**src/rtl/oled_text_sequencer.sv**
```systemverilog
// Owns the 64-character screen buffer and streams it, one character at a time,
// to the OLED controller's character port using the sendData/sendDone handshake.
module oled_text_sequencer #(
  parameter int         CHARS      = 64,
  parameter int         ADDR_W     = 6,
  parameter logic [6:0] BLANK_CHAR = 7'h20
) (
  input  logic              clock,
  input  logic              reset_n,
  input  logic              wr_en,
  input  logic [ADDR_W-1:0] wr_addr,
  input  logic [6:0]        wr_data,
  input  logic              clear_req,
  input  logic              refresh_req,
  output logic              busy,
  output logic              frame_done,
  output logic [6:0]        send_data,
  output logic              send_data_valid,
  input  logic              send_done
);

  typedef enum logic [2:0] {CLEAR, IDLE, FETCH, SEND, RELEASE} stateT;

  localparam logic [ADDR_W-1:0] LAST_IDX = ADDR_W'(CHARS - 1);

  stateT             state, stateNext;
  logic [ADDR_W-1:0] idx, idxNext;
  logic [6:0]        sendDataNext;
  logic              validNext, frameDoneNext;
  logic              pendRefresh, pendRefreshNext;
  logic              pendClear, pendClearNext;
  logic              lastIdx, hostWrite;
  logic [6:0]        charBuf [CHARS];

  assign busy      = (state != IDLE);
  assign lastIdx   = (idx == LAST_IDX);
  // A write coinciding with a clear request in IDLE is dropped, as is any write during CLEAR.
  assign hostWrite = wr_en && (state != CLEAR) && !((state == IDLE) && clear_req);

  // Buffer contents are deliberately not reset; CLEAR initialises them.
  always_ff @(posedge clock) begin
    if (state == CLEAR) begin
      charBuf[idx] <= BLANK_CHAR;
    end else if (hostWrite) begin
      charBuf[wr_addr] <= wr_data;
    end
  end

  always_ff @(posedge clock or negedge reset_n) begin
    if (!reset_n) begin
      state           <= CLEAR;
      idx             <= '0;
      send_data       <= '0;
      send_data_valid <= 1'b0;
      frame_done      <= 1'b0;
      pendRefresh     <= 1'b0;
      pendClear       <= 1'b0;
    end else begin
      state           <= stateNext;
      idx             <= idxNext;
      send_data       <= sendDataNext;
      send_data_valid <= validNext;
      frame_done      <= frameDoneNext;
      pendRefresh     <= pendRefreshNext;
      pendClear       <= pendClearNext;
    end
  end

  always_comb begin
    stateNext       = state;
    idxNext         = idx;
    sendDataNext    = send_data;
    frameDoneNext   = 1'b0;
    pendRefreshNext = pendRefresh;
    pendClearNext   = pendClear;

    // Requests seen while busy are remembered once; a clear during CLEAR is redundant.
    if (state != IDLE) begin
      if (refresh_req) pendRefreshNext = 1'b1;
      if (clear_req && (state != CLEAR)) pendClearNext = 1'b1;
    end

    case (state)
      CLEAR: begin
        if (lastIdx) begin
          idxNext = '0;
          if (pendRefresh) begin
            stateNext       = FETCH;
            pendRefreshNext = 1'b0;
          end else begin
            stateNext = IDLE;
          end
        end else begin
          idxNext = idx + 1'b1;
        end
      end
      IDLE: begin
        if (clear_req) begin
          stateNext = CLEAR;
          idxNext   = '0;
        end else if (refresh_req) begin
          stateNext = FETCH;
          idxNext   = '0;
        end
      end
      FETCH: begin
        sendDataNext = charBuf[idx];
        stateNext    = SEND;
      end
      SEND: begin
        if (send_done) stateNext = RELEASE;
      end
      RELEASE: begin
        // A pending refresh survives a pending clear, so the blank frame follows the clear.
        if (!send_done) begin
          if (lastIdx) begin
            frameDoneNext = 1'b1;
            idxNext       = '0;
            if (pendClear) begin
              stateNext     = CLEAR;
              pendClearNext = 1'b0;
            end else if (pendRefresh) begin
              stateNext       = FETCH;
              pendRefreshNext = 1'b0;
            end else begin
              stateNext = IDLE;
            end
          end else begin
            idxNext   = idx + 1'b1;
            stateNext = FETCH;
          end
        end
      end
      default: stateNext = CLEAR;
    endcase

    validNext = (stateNext == SEND);
  end

endmodule

```
**config.mk**
```make
export PLATFORM = sky130hd
export DESIGN_NAME = oled_text_sequencer
export DESIGN_NICKNAME = d
export VERILOG_FILES = /design/src/rtl/oled_text_sequencer.sv
export SDC_FILE = /design/constraint.sdc
export NUM_CORES = 1
export LEC_CHECK = 0
export ABC_AREA = 1
export CAP_MARGIN = 10
export CORE_AREA = 3 3 229 231
export DETAILED_ROUTE_END_ITERATION = 16
export DIE_AREA = 0 0 232 234
export PLACE_DENSITY_LB_ADDON = 0.2
export SLEW_MARGIN = 25
export SYNTH_ARGS = -nofsm -noshare
export SYNTH_HDL_FRONTEND = slang
export SYNTH_SLANG_ARGS = --single-unit
```
**constraint.sdc**
```tcl
create_clock -name clock -period 3.02 [get_ports clock]
set_clock_uncertainty 0.05 [all_clocks]
set_input_delay 0.453 -clock clock [delete_from_list [all_inputs] [get_ports clock]]
set_output_delay 0.453 -clock clock [all_outputs]
set_load 0.1 [all_outputs]
```
; ---- Word-level counts from Yosys, hierarchy flattened
; Memory sizes are Yosys's and may differ from the RTL's. A register that Yosys moved wholly into a read port is not among the register bits.
; Cells that the tools add are included.
[totals]
elab_cells = 67
n_memories = 1
out_inout_bits = 10
ff_bits = 13
ramBits = 448
[classes]
mux = 39
reduce_logical = 11
n_eq_ne = 9
n_addsub = 1
[memory_table]
columns = name, words, width, read_ports, rd_ports_with_merged_regs, wr, line
row1 = charBuf, 64, 7, 1, 1, 1, 33  ; logic [6:0] charBuf [CHARS];
[ops]
columns = op, n
row1 = 6-bit two-way mux, 5
row2 = 1-bit two-way mux, 22
row3 = 3-bit two-way mux, 6
row4 = 6-bit one-hot mux with 3 select lines, 1
row5 = 3-bit one-hot mux with 5 select lines, 1
row6 = 3-bit by 2-bit equality test with 1-bit output (second input constant), 3
row7 = 7-bit two-way mux, 1
row8 = 7-bit OR reduction, 1
row9 = 6-bit by 1-bit adder with 6-bit output (second input constant), 1
row10 = 6-bit equality test (second input constant), 1
row11 = 3-bit nonzero test, 2
row12 = 1-bit logical AND, 4
row13 = 2-bit two-way mux, 2
row14 = 3-bit by 1-bit equality test with 1-bit output (second input constant), 1
row15 = 3-bit equality test (second input constant), 1
row16 = 3-bit logical NOT, 1
row17 = 3-bit by 1-bit != test with 1-bit output (second input constant), 1
row18 = 3-bit != test (second input constant), 1
row19 = 3-bit AND reduction, 1
row20 = 1-bit logical NOT, 2
row21 = 2-bit != test (second input constant), 1
row22 = 1-bit one-hot mux with 2 select lines, 1

; ---- Logic depth before layout (Yosys ltp)
[depth]
word_depth = 9
mapped_depth = 14

; ---- Worst setup path before layout
; OpenSTA, ideal clock, no wires.
[synth_timing]
path_type = register to register
start = register state[1]
end = memory charBuf[0][0], data pin
path_slack_ns = 0.059
path_buffers = 1
arrival_time_ns = 2.412
stages_incl_launch_ff = 7
required_ns = 2.471
path_cell_list = dfrtp_1 or2_4 nor2_4 inv_2 nand3_2 buf_4 nor2_1
[synth_via]
elab_chain_len = 9
[synth_lines]
columns = element, line
row1 = from (decl), 26  ; stateT state, stateNext;
row2 = from (signal assigned), 59  ; state <= stateNext;
row3 = 3-bit by 1-bit equality test with 1-bit output, 38  ; assign hostWrite = wr_en && (state != CLEAR) && !((state == IDLE) && clear_req);
row4 = 1-bit logical AND, 38
row5 = 1-bit logical NOT, 38
row6 = 1-bit logical AND, 38
row7 = 1-bit two-way mux, 44  ; end else if (hostWrite) begin
row8 = 1-bit two-way mux (*), 42  ; if (state == CLEAR) begin
row9 = 1-bit two-way mux (implied by the code) (*), 45  ; charBuf[wr_addr] <= wr_data;
row10 = 7-bit OR reduction (no line) (*), -
row11 = 7-bit two-way mux (no line) (*), -
row12 = to (decl), 33
; Mark *: on every way between the ends. The rest lies on a longest branch, timed or not.

; ---- Worst setup path after layout
[layout_timing]
start = register state[2]
end = memory charBuf[7][1], enable pin
[layout_via]
elab_chain_len = 9
[layout_lines]
columns = element, line
row1 = 3-bit by 1-bit equality test with 1-bit output, 38
row2 = 1-bit logical AND, 38
row3 = 1-bit logical NOT, 38
row4 = 1-bit logical AND, 38
row5 = 1-bit two-way mux, 44
row6 = 1-bit two-way mux, 42
row7 = 1-bit two-way mux (implied by the code), 45
row8 = 7-bit OR reduction (no line), -
row9 = 6-bit two-way mux (no line) or 1-bit two-way mux (tied branches), -
; Parallel ways exist; a longest one is shown, timed or not.

==> metrics.cfg <==
[final_layout]
finalNetCount=1997
drive_gt1_share_pct=11.9
syn2layout_area_growth_pct=16.4
nFillCells=4655
fin_util_pct=46.5
n_antenna_cell=0

[yosys]
yosys_register_bits=468
synth_top_cell_area_share_pct=66.9
synth_area_per_cell_um2=10.7
synth.distinct_cells=34
yosys.area_share.simple_pct=24.1
synth-xor-area-share_pct=0
synth_top_family_by_area=simple AND/OR/NAND/NOR gates
synth_most_common_cell=nand2_1
synth_nets=1907
ys_top_cells_by_area=edfxtp_1 (67%), nand2_1 (12%), nand3_1 (7.8%), nor2_1 (2.7%), inv_1 (2.6%)
synth-edff-count=448
synth_top_area_cell=edfxtp_1
syn_area_mm2=0.0201
yosys_warnings=0
synth_compound_area_share_pct=1.62
synthArstFlopShare_pct=4.27
ys.flop_type=edfxtp_1
syn_inst=1887
ys_seq_area_share_pct=69.4
synthAdderAreaFrac_pct=0.0623
synthMuxAreaShare_pct=0
ys_top_cells_by_count=nand2_1 (623), edfxtp_1 (448), nand3_1 (314), nor2_1 (147), inv_1 (139)

[critical_path]
crit_top_cell=buf_4
crit_required_ns=3.27
crit_arrival_ns=3.03
crit_chain=or2_4 -> nor2_4 -> inv_2 -> nand3_2 -> buf_4 -> o21ai_2 -> nand3_1 -> nor2_1 -> buf_4
cp_max_fo=8
cp-start-kind=flip-flop
reg2reg_from=state[2]
critical_path.slowest_cell=dfrtp_1
end_kind=flip-flop
crit_path_max_incr_delay_ns=0.41
path_class=reg2reg
crit_start=state[2]

[power_and_ir_drop]
p_int_mw=13.7
p_per_area_mw_per_mm2=970
p_sw_share_pct=39.6
switchingPower_mw=9.00
clock_power_share_pct=26.1
p_comb_share_pct=38.0
peakVddDrop_mv=0.598
seq_power_share_pct=35.9
leakagePower_nw=9.20

[die]
core-area_mm2=0.0503
initial_utilization_pct=40.0
die_x_um=232
fp.dieH_um=234
io_pins=29
die-area_mm2=0.0543
std_cell_rows=82

[placed_design]
dp_hpwl_um=32700
io_buffers=28
place_congestion=0.844

[clock_tree]
cts_root_buffer=clkbuf_16
ctsHoldBuffers=0
insertion_delay_ns=0.59
clockBufferDepth=3
cts_tree=built
post_cts_buffers=0
clkTransAtPathRegs_ns=0.06
cts_resized=0
cts.sinks=468
cts.htree.levels=2
cts_made_buffers=49

[global_route]
grt_pass1_vias=13600
grtUsageTotal_pct=20.0
grt_first_pass_wirelength_um=81500
antenna_found_initial=0
overflow=0
grt_max_degree=156

[sta]
rsz0062_at_grt=no
relSlewSlack_pct=46.3
finalSetupViolCount=0
max_freq_ghz=0.360
tns_ns=0
hold_viol=0
post-route-period-util_pct=92.0
min_period_ns=2.78
maxSlewViolCount=0
worst_pin_slew_ns=0.804

[routing]
totalWireLength_um=54100
dr.pass1.iters=5
drc=0
drtIter0Drc=1312
routedWlPerCell_um=20.1
vias=13900
vias_per_cell=5.18
antenna_left=0

[run]
maxCapViolCount=0

[min_path]
hold_class=in2async

[run_status]
outcome=complete, no violations

[worst max-delay path: cells and delay by family (launching register included)]
kind,cells,cell delay (ns)
AND/OR/NAND/NOR,5,1.16
AO/OA/AOI/OAI,1,0.29
buffers and inverters,3,0.57
flip-flops,1,0.41
[sequential cells by signal (all words and copies together) (netlist names)]
| signal | cells |
|---|---|
| charBuf | 448 |
| idx | 6 |
| state | 3 |
| pendClear | 1 |
| send_data_valid | 1 |
| frame_done | 1 |
| pendRefresh | 1 |
| send_data | 7 |
[cells by family (layout without fill, tap and decap cells)]
family / after synthesis / count (layout)
adder cells (fa/ha/maj): 1 / 1
AND/OR/NAND/NOR: 1120 / 1120
flip-flops: 468 / 468
AO/OA/AOI/OAI: 54 / 54
buffers and inverters: 244 / 374
[through the flow]
| stage | instances | worst slack, ns | area (µm²) | hold WS (ns) | total power [mW] |
|---|---|---|---|---|---|
| 3_5_place_dp | 2598 | 0.0334 | 21800 | 0.469 | 16.9 |
| 5_1_grt | 2689 | 0.111 | 23400 | 0.340 | 23.9 |
| 6_report | 2689 | 0.240 | 23400 | 0.278 | 22.7 |
| 4_1_cts | 2689 | 0.259 | 23400 | 0.271 | 22.8 |
| 3_3_place_gp | 2598 | 0.0485 | 21800 | 0.465 | 16.8 |
| 2_1_floorplan | 1887 | 0.0588 | 20100 | 0.107 | 13.8 |
[layer usage]
layer	share of wire, %	track usage (%)	up-vias
li1	-	-	6526
met1	45	28.4	6843
met2	45	31.5	475
met3	7.0	3.00	91
met4	2.9	6.99	0
met5	0	0	-
[cell usage in the layout, fill, tap and decap left out, types with 5 or more instances in the layout]
cell type,count
nand4_4,8
buf_4,103
clkbuf_16,49
or2_2,8
nand3_1,314
nor2_4,7
clkdlybuf4s50_1,18
dfrtp_1,17
o21ai_0,22
bufinv_16,5
buf_12,14
inv_2,5
nor2_1,141
inv_1,137
clkinv_2,9
nand2_1,623
a21oi_1,21
clkinv_1,10
clkbuf_1,13
edfxtp_1,448
nand2_2,7
[final cells by class]
type / instances / area [µm²] / share of cell area, %
sequential: 468 / 14000 / 59.7
tap: 672 / 841 / 3.59
multi-input combinational: 1175 / 5230 / 22.3
inverter: 148 / 569 / 2.43
clock inverter: 27 / 264 / 1.13
clock buffer: 64 / 1300 / 5.57
timing repair buffer: 135 / 1230 / 5.27
[final timing paths]
path                                  to  slack (ns)  depth (start not counted)
setup / recovery           charBuf[7][1]        0.24                          9
setup reg to reg           charBuf[7][1]        0.24                          9
min in group clock              state[2]        0.47                          3
max in group asynchronous   send_data[4]        2.04                          2
hold / removal              send_data[1]        0.28                          1
hold reg to reg              pendRefresh        0.48                          1
[power by group through the flow]
stage | clock (mW) | sequential, mW | combinational, mW
floorplan | 0 | 8.58 | 5.18
global placement | 0 | 8.29 | 8.55
detailed placement | 0 | 8.29 | 8.59
CTS | 6.04 | 8.16 | 8.62
global route | 6.30 | 8.20 | 9.42
finish | 5.92 | 8.16 | 8.62
Power figures use the tool's default switching activity.
